==> config.mk <==
export PLATFORM = sky130hd
export DESIGN_NAME = arcade_input_hub
export DESIGN_NICKNAME = d
export VERILOG_FILES = /design/src/rtl/arcade_input_pkg.sv /design/src/rtl/coin_stretch.sv /design/src/rtl/arcade_input_hub.sv
export SDC_FILE = /design/constraint.sdc
export NUM_CORES = 1
export LEC_CHECK = 0
export ABC_AREA = 1
export BUFFER_PORTS_ARGS = -buffer_cell sky130_fd_sc_hd__buf_4
export CORE_UTILIZATION = 59
export DETAILED_ROUTE_END_ITERATION = 6
export HOLD_SLACK_MARGIN = 0.1
export PLACE_DENSITY = 0.82
export SLEW_MARGIN = 20
export SYNTH_ARGS = -nofsm -noshare
export SYNTH_HDL_FRONTEND = slang
export SYNTH_SLANG_ARGS = --single-unit
==> constraint.sdc <==
create_clock -name clk_sys -period 4.6 [get_ports clk_sys]
set_input_delay 0.46 -clock clk_sys [delete_from_list [all_inputs] [get_ports clk_sys]]
set_output_delay 0.46 -clock clk_sys [all_outputs]
set_load 0.02 [all_outputs]
==> src/rtl/arcade_input_pkg.sv <==
// arcade_input_pkg
// Shared constants for the arcade input hub:
//   - hps_io joystick bit positions (start/select/coin/pause move with BUTTONS)
//   - PS/2 scancodes, as {extended, code} 9-bit values
//   - ioctl download index carrying DIP-switch bytes
//   - per-player direction struct and opposing-direction cleanup helper
package arcade_input_pkg;

  localparam int BIT_RIGHT = 0;
  localparam int BIT_LEFT  = 1;
  localparam int BIT_DOWN  = 2;
  localparam int BIT_UP    = 3;
  localparam int BIT_BTN0  = 4;

  // Start sits directly after the game buttons; select, coin, pause follow it
  function automatic int start_bit(int buttons);
    return BIT_BTN0 + buttons;
  endfunction

  function automatic int select_bit(int buttons);
    return start_bit(buttons) + 1;
  endfunction

  function automatic int coin_bit(int buttons);
    return start_bit(buttons) + 2;
  endfunction

  function automatic int pause_bit(int buttons);
    return start_bit(buttons) + 3;
  endfunction

  // Bit 8 is the extended (E0) prefix, so arrows never alias keypad keys
  localparam logic [8:0] KEY_UP    = 9'h175;
  localparam logic [8:0] KEY_DOWN  = 9'h172;
  localparam logic [8:0] KEY_LEFT  = 9'h16B;
  localparam logic [8:0] KEY_RIGHT = 9'h174;
  localparam logic [8:0] KEY_LCTRL = 9'h014;
  localparam logic [8:0] KEY_LALT  = 9'h011;
  localparam logic [8:0] KEY_SPACE = 9'h029;
  localparam logic [8:0] KEY_1     = 9'h016;
  localparam logic [8:0] KEY_5     = 9'h02E;
  localparam logic [8:0] KEY_R     = 9'h02D;
  localparam logic [8:0] KEY_D     = 9'h023;
  localparam logic [8:0] KEY_F     = 9'h02B;
  localparam logic [8:0] KEY_G     = 9'h034;
  localparam logic [8:0] KEY_A     = 9'h01C;
  localparam logic [8:0] KEY_S     = 9'h01B;
  localparam logic [8:0] KEY_Q     = 9'h015;
  localparam logic [8:0] KEY_2     = 9'h01E;
  localparam logic [8:0] KEY_6     = 9'h036;
  localparam logic [8:0] KEY_9     = 9'h046;
  localparam logic [8:0] KEY_F3    = 9'h004;

  localparam logic [7:0] DSW_IOCTL_INDEX = 8'd254;

  typedef struct packed {
    logic up;
    logic down;
    logic left;
    logic right;
  } dir_t;

  // Opposing directions cancel each other out
  function automatic dir_t socd_clean(dir_t d);
    dir_t r;
    r = d;
    if (d.up && d.down) begin
      r.up   = 1'b0;
      r.down = 1'b0;
    end
    if (d.left && d.right) begin
      r.left  = 1'b0;
      r.right = 1'b0;
    end
    return r;
  endfunction

endpackage

==> src/rtl/coin_stretch.sv <==
// coin_stretch
// Single-channel coin pulse stretcher. A rising edge on raw (re)loads a
// down-counter with COIN_CYC; coin is high while the counter is nonzero or
// raw itself is high, so a held coin never drops early.
// Ports:
//   clk_sys  system clock
//   reset_n  asynchronous active-low reset (cuts a running pulse at once)
//   raw      registered merged coin request
//   coin     stretched coin output
module coin_stretch #(
  parameter int COIN_CYC = 1048576
) (
  input  logic clk_sys,
  input  logic reset_n,
  input  logic raw,
  output logic coin
);

  localparam int CW = $clog2(COIN_CYC + 1);

  logic [CW-1:0] count;
  logic          raw_d;

  // Edge detect on raw; a new edge restarts the count even mid-pulse
  always_ff @(posedge clk_sys or negedge reset_n) begin
    if (!reset_n) begin
      count <= '0;
      raw_d <= 1'b0;
    end else begin
      raw_d <= raw;
      if (raw && !raw_d) begin
        count <= CW'(COIN_CYC);
      end else if (count != '0) begin
        count <= count - CW'(1);
      end
    end
  end

  assign coin = (count != '0) | raw;

endmodule

==> src/rtl/arcade_input_hub.sv <==
// arcade_input_hub
// Merges hps_io joysticks and PS/2 keyboard events into per-player
// active-high controls, stretches coin pulses, and captures DIP-switch
// bytes from the ioctl download stream.
// Optional build macro: INPUT_HUB_SOCD_EN -- when defined, opposing
// directions (up+down, left+right) cancel per player before the output
// register; otherwise they pass through unchanged.
// Ports:
//   clk_sys, reset_n      clock, asynchronous active-low reset
//   ps2_key[10:0]         {toggle, pressed, extended, scancode}
//   joystick              player p at [16p+15:16p]
//   ioctl_wr/index/addr/dout  download stream (index 254 = DIP bytes)
//   dir                   per player {up,down,left,right}
//   btn, start, coin      per player buttons, start, stretched coin
//   service, key_reset    keyboard 9 and F3
//   pause_req             OR of every player's pause bit
//   dsw                   DIP bytes, stored inverted, reset to all ones
module arcade_input_hub
  import arcade_input_pkg::*;
#(
  parameter int PLAYERS   = 2,
  parameter int BUTTONS   = 2,
  parameter int DSW_BYTES = 2,
  parameter int COIN_CYC  = 1048576
) (
  input  logic                     clk_sys,
  input  logic                     reset_n,
  input  logic [10:0]              ps2_key,
  input  logic [PLAYERS*16-1:0]    joystick,
  input  logic                     ioctl_wr,
  input  logic [7:0]               ioctl_index,
  input  logic [24:0]              ioctl_addr,
  input  logic [7:0]               ioctl_dout,
  output logic [PLAYERS*4-1:0]     dir,
  output logic [PLAYERS*BUTTONS-1:0] btn,
  output logic [PLAYERS-1:0]       start,
  output logic [PLAYERS-1:0]       coin,
  output logic                     service,
  output logic                     key_reset,
  output logic                     pause_req,
  output logic [DSW_BYTES*8-1:0]   dsw
);

  localparam int SB = start_bit(BUTTONS);

  logic       primed;
  logic       old_tog;
  logic [3:0] kb_dir [2];
  logic [2:0] kb_btn [2];
  logic [1:0] kb_start;
  logic [1:0] kb_coin;
  logic       kb_service;
  logic       kb_reset;
  logic [8:0] key_code;
  logic       key_event;
  logic [PLAYERS-1:0] pause_bits;
  logic       unused_kb;

  assign key_code  = ps2_key[8:0];
  assign key_event = primed && (ps2_key[10] != old_tog);

  // Keyboard latches follow the pressed flag of each toggle event. The first
  // clock after reset only samples the toggle so a stale one is not decoded.
  always_ff @(posedge clk_sys or negedge reset_n) begin
    if (!reset_n) begin
      primed     <= 1'b0;
      old_tog    <= 1'b0;
      kb_dir     <= '{default: '0};
      kb_btn     <= '{default: '0};
      kb_start   <= '0;
      kb_coin    <= '0;
      kb_service <= 1'b0;
      kb_reset   <= 1'b0;
    end else begin
      primed  <= 1'b1;
      old_tog <= ps2_key[10];
      if (key_event) begin
        case (key_code)
          KEY_UP:    kb_dir[0][BIT_UP]    <= ps2_key[9];
          KEY_DOWN:  kb_dir[0][BIT_DOWN]  <= ps2_key[9];
          KEY_LEFT:  kb_dir[0][BIT_LEFT]  <= ps2_key[9];
          KEY_RIGHT: kb_dir[0][BIT_RIGHT] <= ps2_key[9];
          KEY_LCTRL: kb_btn[0][0]         <= ps2_key[9];
          KEY_LALT:  kb_btn[0][1]         <= ps2_key[9];
          KEY_SPACE: kb_btn[0][2]         <= ps2_key[9];
          KEY_1:     kb_start[0]          <= ps2_key[9];
          KEY_5:     kb_coin[0]           <= ps2_key[9];
          KEY_R:     kb_dir[1][BIT_UP]    <= ps2_key[9];
          KEY_F:     kb_dir[1][BIT_DOWN]  <= ps2_key[9];
          KEY_D:     kb_dir[1][BIT_LEFT]  <= ps2_key[9];
          KEY_G:     kb_dir[1][BIT_RIGHT] <= ps2_key[9];
          KEY_A:     kb_btn[1][0]         <= ps2_key[9];
          KEY_S:     kb_btn[1][1]         <= ps2_key[9];
          KEY_Q:     kb_btn[1][2]         <= ps2_key[9];
          KEY_2:     kb_start[1]          <= ps2_key[9];
          KEY_6:     kb_coin[1]           <= ps2_key[9];
          KEY_9:     kb_service           <= ps2_key[9];
          KEY_F3:    kb_reset             <= ps2_key[9];
          default:   ;
        endcase
      end
    end
  end

  // Latches not wired to an output in narrow configurations are sunk here
  assign unused_kb = ^{kb_btn[0], kb_btn[1], kb_dir[1], kb_start, kb_coin};

  for (genvar p = 0; p < PLAYERS; p++) begin : g_player
    // Player p's start is also asserted by the previous player's select
    localparam int SRC = (p + PLAYERS - 1) % PLAYERS;

    logic [15:0]        joy;
    logic               sel_in;
    logic [3:0]         k_dir;
    logic [BUTTONS-1:0] k_btn;
    logic               k_start;
    logic               k_coin;
    dir_t               m_dir;
    logic [3:0]         dir_q;
    logic [BUTTONS-1:0] btn_q;
    logic               start_q;
    logic               coin_raw_q;
    logic               unused_joy;

    assign joy        = joystick[16*p +: 16];
    assign sel_in     = joystick[16*SRC + select_bit(BUTTONS)];
    assign unused_joy = ^joy;

    if (p < 2) begin : g_kb
      assign k_dir   = kb_dir[p];
      assign k_start = kb_start[p];
      assign k_coin  = kb_coin[p];
      for (genvar b = 0; b < BUTTONS; b++) begin : g_btn
        if (b < 3) begin : g_mapped
          assign k_btn[b] = kb_btn[p][b];
        end else begin : g_unmapped
          assign k_btn[b] = 1'b0;
        end
      end
    end else begin : g_nokb
      assign k_dir   = '0;
      assign k_btn   = '0;
      assign k_start = 1'b0;
      assign k_coin  = 1'b0;
    end

    // Merged directions, optionally with opposing inputs cancelled
    always_comb begin
      m_dir = dir_t'(joy[3:0] | k_dir);
`ifdef INPUT_HUB_SOCD_EN
      m_dir = socd_clean(m_dir);
`endif
    end

    // One register stage for every merged control
    always_ff @(posedge clk_sys or negedge reset_n) begin
      if (!reset_n) begin
        dir_q      <= '0;
        btn_q      <= '0;
        start_q    <= 1'b0;
        coin_raw_q <= 1'b0;
      end else begin
        dir_q      <= m_dir;
        btn_q      <= joy[BIT_BTN0 +: BUTTONS] | k_btn;
        start_q    <= joy[SB] | sel_in | k_start;
        coin_raw_q <= joy[coin_bit(BUTTONS)] | k_coin;
      end
    end

    assign dir[4*p +: 4]             = dir_q;
    assign btn[BUTTONS*p +: BUTTONS] = btn_q;
    assign start[p]                  = start_q;
    assign pause_bits[p]             = joy[pause_bit(BUTTONS)];

    coin_stretch #(
      .COIN_CYC (COIN_CYC)
    ) u_coin (
      .clk_sys (clk_sys),
      .reset_n (reset_n),
      .raw     (coin_raw_q),
      .coin    (coin[p])
    );
  end

  // Shared single-bit outputs
  always_ff @(posedge clk_sys or negedge reset_n) begin
    if (!reset_n) begin
      service   <= 1'b0;
      key_reset <= 1'b0;
      pause_req <= 1'b0;
    end else begin
      service   <= kb_service;
      key_reset <= kb_reset;
      pause_req <= |pause_bits;
    end
  end

  // DIP bytes arrive on ioctl index 254; out-of-range addresses fall through
  always_ff @(posedge clk_sys or negedge reset_n) begin
    if (!reset_n) begin
      dsw <= '1;
    end else if (ioctl_wr && (ioctl_index == DSW_IOCTL_INDEX)) begin
      for (int k = 0; k < DSW_BYTES; k++) begin
        if (ioctl_addr == 25'(k)) begin
          dsw[8*k +: 8] <= ~ioctl_dout;
        end
      end
    end
  end

endmodule

==> results.md <==
* Ports at 122
* I/O Buffers at 109
* Multi-input logic area at 2430 sq um
* Highest Signal Layer: met4
* Yosys reg bits at 99
* Pin count of the biggest net entering global routing at 51
* Leak Pwr at 3.36 nW
* Initial DRC count at 177
* WS Path Type: flip-flop to primary output
* Sequential element share of the synthesized area at 47.4%
* Syn Nets at 779
* Count of unique library cells instantiated by Yosys at 34
* Post-CTS repair timing setup buffer count at 0
* Maximum root-to-sink buffer count at 2
* Routed wl met3 at 659 microns
* Fillcell total at 730
* Slew headroom at 56.8%
* Overall global routing resource usage at 26.4%
* Pre-CTS WS at 2770 ps
* CTS root buffer: clkbuf_8
* Vias in the first global route at 4441
* Clock skew at 21.9 ps
* Crit path capture type: primary output
* H-tree depth at 3
* Clock transition at path regs at 100 ps
* Vias per cell at 5.27
* Initial DRT Pass Iterations at 4
* Starting Density at 60.7%
* Setup repair after global routing missed its margin: false
* Met1 WL at 4880 microns
* Fin crit period at 2180 ps
* CTS sink count at 99
* Routed len/inst at 12.5 microns
* YS warnings at 0
* Worst hold path class: primary input to asynchronous set/reset pin
* Clock Latency Late Sink at 370 ps
* Sequential Area at 2500 sq um
* Setup-failing EPs final at 0
* Die Span Y at 96.5 microns
* Synth Instances at 688
* Max Fclk at 459 MHz
* CP Max Fanout at 7
* Detail Placement HPWL at 8780 microns
* CP Launch Type: flip-flop
* Worst Setup Slack, final at 2420 ps
* Via count at 4779
* Fin. max-slew vios at 0
* Resized cells post-CTS at 0
* Count of nets after finishing at 885
* Max cap viols at 0
* CTS tree: yes
* ANT cells at 0
* Met2 Wirelength at 5620 microns
* Full die area at 9310 sq um
* Worst EP required at 4140 ps
* Fin. Hold Viols at 0
* Post-route setup TNS at 0 ps
* Inserted Clock Buffers at 9
* Layout area overhead at 20.0%
* Pin slew with the least headroom to its limit at 647 ps
* Layout cells sized above 1 at 24.9%
* Die Span X at 96.5 microns
* Mapped Area at 5270 sq um
* Tcrit/Tclk final at 47.4%
* Post-Syn Area per Cell at 7.65 sq um
* First-pass GRT wire length at 19000 microns
* Maximum VDD drop at 258 uV
* Worst EP arrival at 1720 ps
* Placement Rows at 34
* PwrDens at 502 nW/um^2
* Outcome: completed
* Core area at 8680 sq um
* Total gr overflow at 0
* RePlAce Congestion at 0.921
* Initial antenna violation count at 0
* Cts hold-fix bufs at 0
* DRC Markers at 0
* Antenna Nets Post-Route at 0
* Final WL at 11300 microns
==> layout make-up <==
class                      count  share of cell area (%)
clock buffer                  11                    2.24
clock inverter                 5                   0.673
inverter                      67                    3.98
multi-input combinational    507                    38.4
sequential                    99                    39.5
tap                          108                    2.14
timing repair buffer         110                    13.1
==> critical path, stage by stage (launching register included) <==
cell	delay [ps]
dfrtp_1	410
inv_1	180
ha_1	210
nand3_1	80
nor3_1	190
nand3_1	110
buf_4	170
==> registers in the layout, summed over array words and instances, names as in the netlist, 2 cells and up <==
name and count:
kb_coin 2, g_player.dir_q 8, g_player.u_coin.raw_d 2, g_player.start_q 2, dsw 16, kb_start 2
g_player.u_coin.count 42, g_player.k_btn 4, g_player.k_dir 8, g_player.btn_q 4, g_player.coin_raw_q 2
==> per-layer routing <==
layer  vias to the layer above  global-route usage, %
li1                       2412                      -
met1                      2222                   32.4
met2                       129                   45.4
met3                        16                   7.04
met4                         0                   8.21
met5                         -                      0
==> placed cells by master, fill, tap and decap left out, drive strengths merged <==
cell type / n
or2: 29
nand2: 162
and2: 1
inv: 70
nor3: 12
nand4: 25
buf: 110
dfstp: 16
xor2: 1
clkinv: 2
a21oi: 8
clkbuf: 11
nor4: 1
nor2: 148
nand3b: 2
dfrtp: 83
conb: 1
ha: 4
or3: 1
nand3: 88
o21ai: 13
a21o: 11
==> path summary, 6_finish.rpt <==
check / start / end / slack, ps / cells after the start
max: g_player[1].u_coin.count[0]$_DFFE_PN0P_ / coin[1] / 2420 / 6
min: reset_n / g_player[1].u_coin.count[0]$_DFFE_PN0P_ / 100 / 1
max reg2reg: g_player[0].u_coin.count[0]$_DFFE_PN0P_ / g_player[0].u_coin.count[1]$_DFFE_PN0P_ / 2730 / 8
max in group asynchronous: reset_n / dsw[9]$_DFFE_PN1P_ / 3440 / 2
min reg2reg: kb_reset$_DFFE_PN0P_ / key_reset$_DFF_PN0_ / 380 / 0
min in group clk_sys: ps2_key[10] / old_tog$_DFF_PN0_ / 220 / 1
==> where the power goes <==
group	switching, mW	internal [mW]	leakage [nW]
Combinational	0.909	0.513	2.06
Clock	0.310	0.220	0.0962
Sequential	0.176	1.04	1.21
==> through the flow <==
| step | cells | power (mW) | util (%) | hold WS [ps] | instance area, sq um |
|---|---|---|---|---|---|
| after floorplan | 688 | 2.31 | - | 164 | 5270 |
| after global placement | 891 | 2.58 | 70.7 | 362 | 6140 |
| after detailed placement | 891 | 2.65 | 70.7 | 361 | 6140 |
| after CTS | 907 | 3.18 | 72.8 | 128 | 6320 |
| after global routing | 907 | 3.45 | 72.8 | 160 | 6320 |
| final | 907 | 3.17 | 72.8 | 104 | 6320 |
==> logic make-up (layout without fill, tap and decap cells) <==
| family | Yosys count | in the layout | synth area share (%) |
|---|---|---|---|
| and+or+nand+nor | 469 | 469 | 41.3 |
| DFF | 99 | 99 | 47.4 |
| xor gates and xnor gates | 1 | 1 | 0.166 |
| buffers and inverters | 82 | 193 | 6.49 |
| AOI/OAI and AO/OA | 32 | 32 | 3.56 |
| other | 1 | 1 | 0.0712 |
| adders and majority gates | 4 | 4 | 0.951 |
==> synth_stat cells <==
cell type  instances  area (sq um)
nor3_1            10          50.1
nand3_4            1          17.5
nand3b_1           2          15.0
ha_1               4          50.1
nand4_4            1          21.3
nor2_1           127           477
nor2_2            16           100
conb_1             1          3.75
o21ai_0            1          5.00
o21ai_1           12          60.1
xor2_1             1          8.76
nor3_2             1          10.0
nor2_4             4          45.0
buf_6              2          22.5
or3_1              1          6.26
or2_1              3          18.8
buf_2              3          15.0
nor4_1             1          6.26
a21o_1            11          82.6
buf_4              4          30.0
nand4_1           24           150
inv_2              3          11.3
nand3_1           87           435
nor2_8             1          20.0
and2_1             1          6.26
dfstp_2           16           420
clkbuf_1           6          22.5
nand2_1          158           593
dfrtp_1           83          2080
a21oi_1            8          40.0
inv_1             64           240
nand2_2            4          25.0
nor3_4             1          16.3
or2_2             26           163
Note: power is estimated with default switching activity, not from simulation.
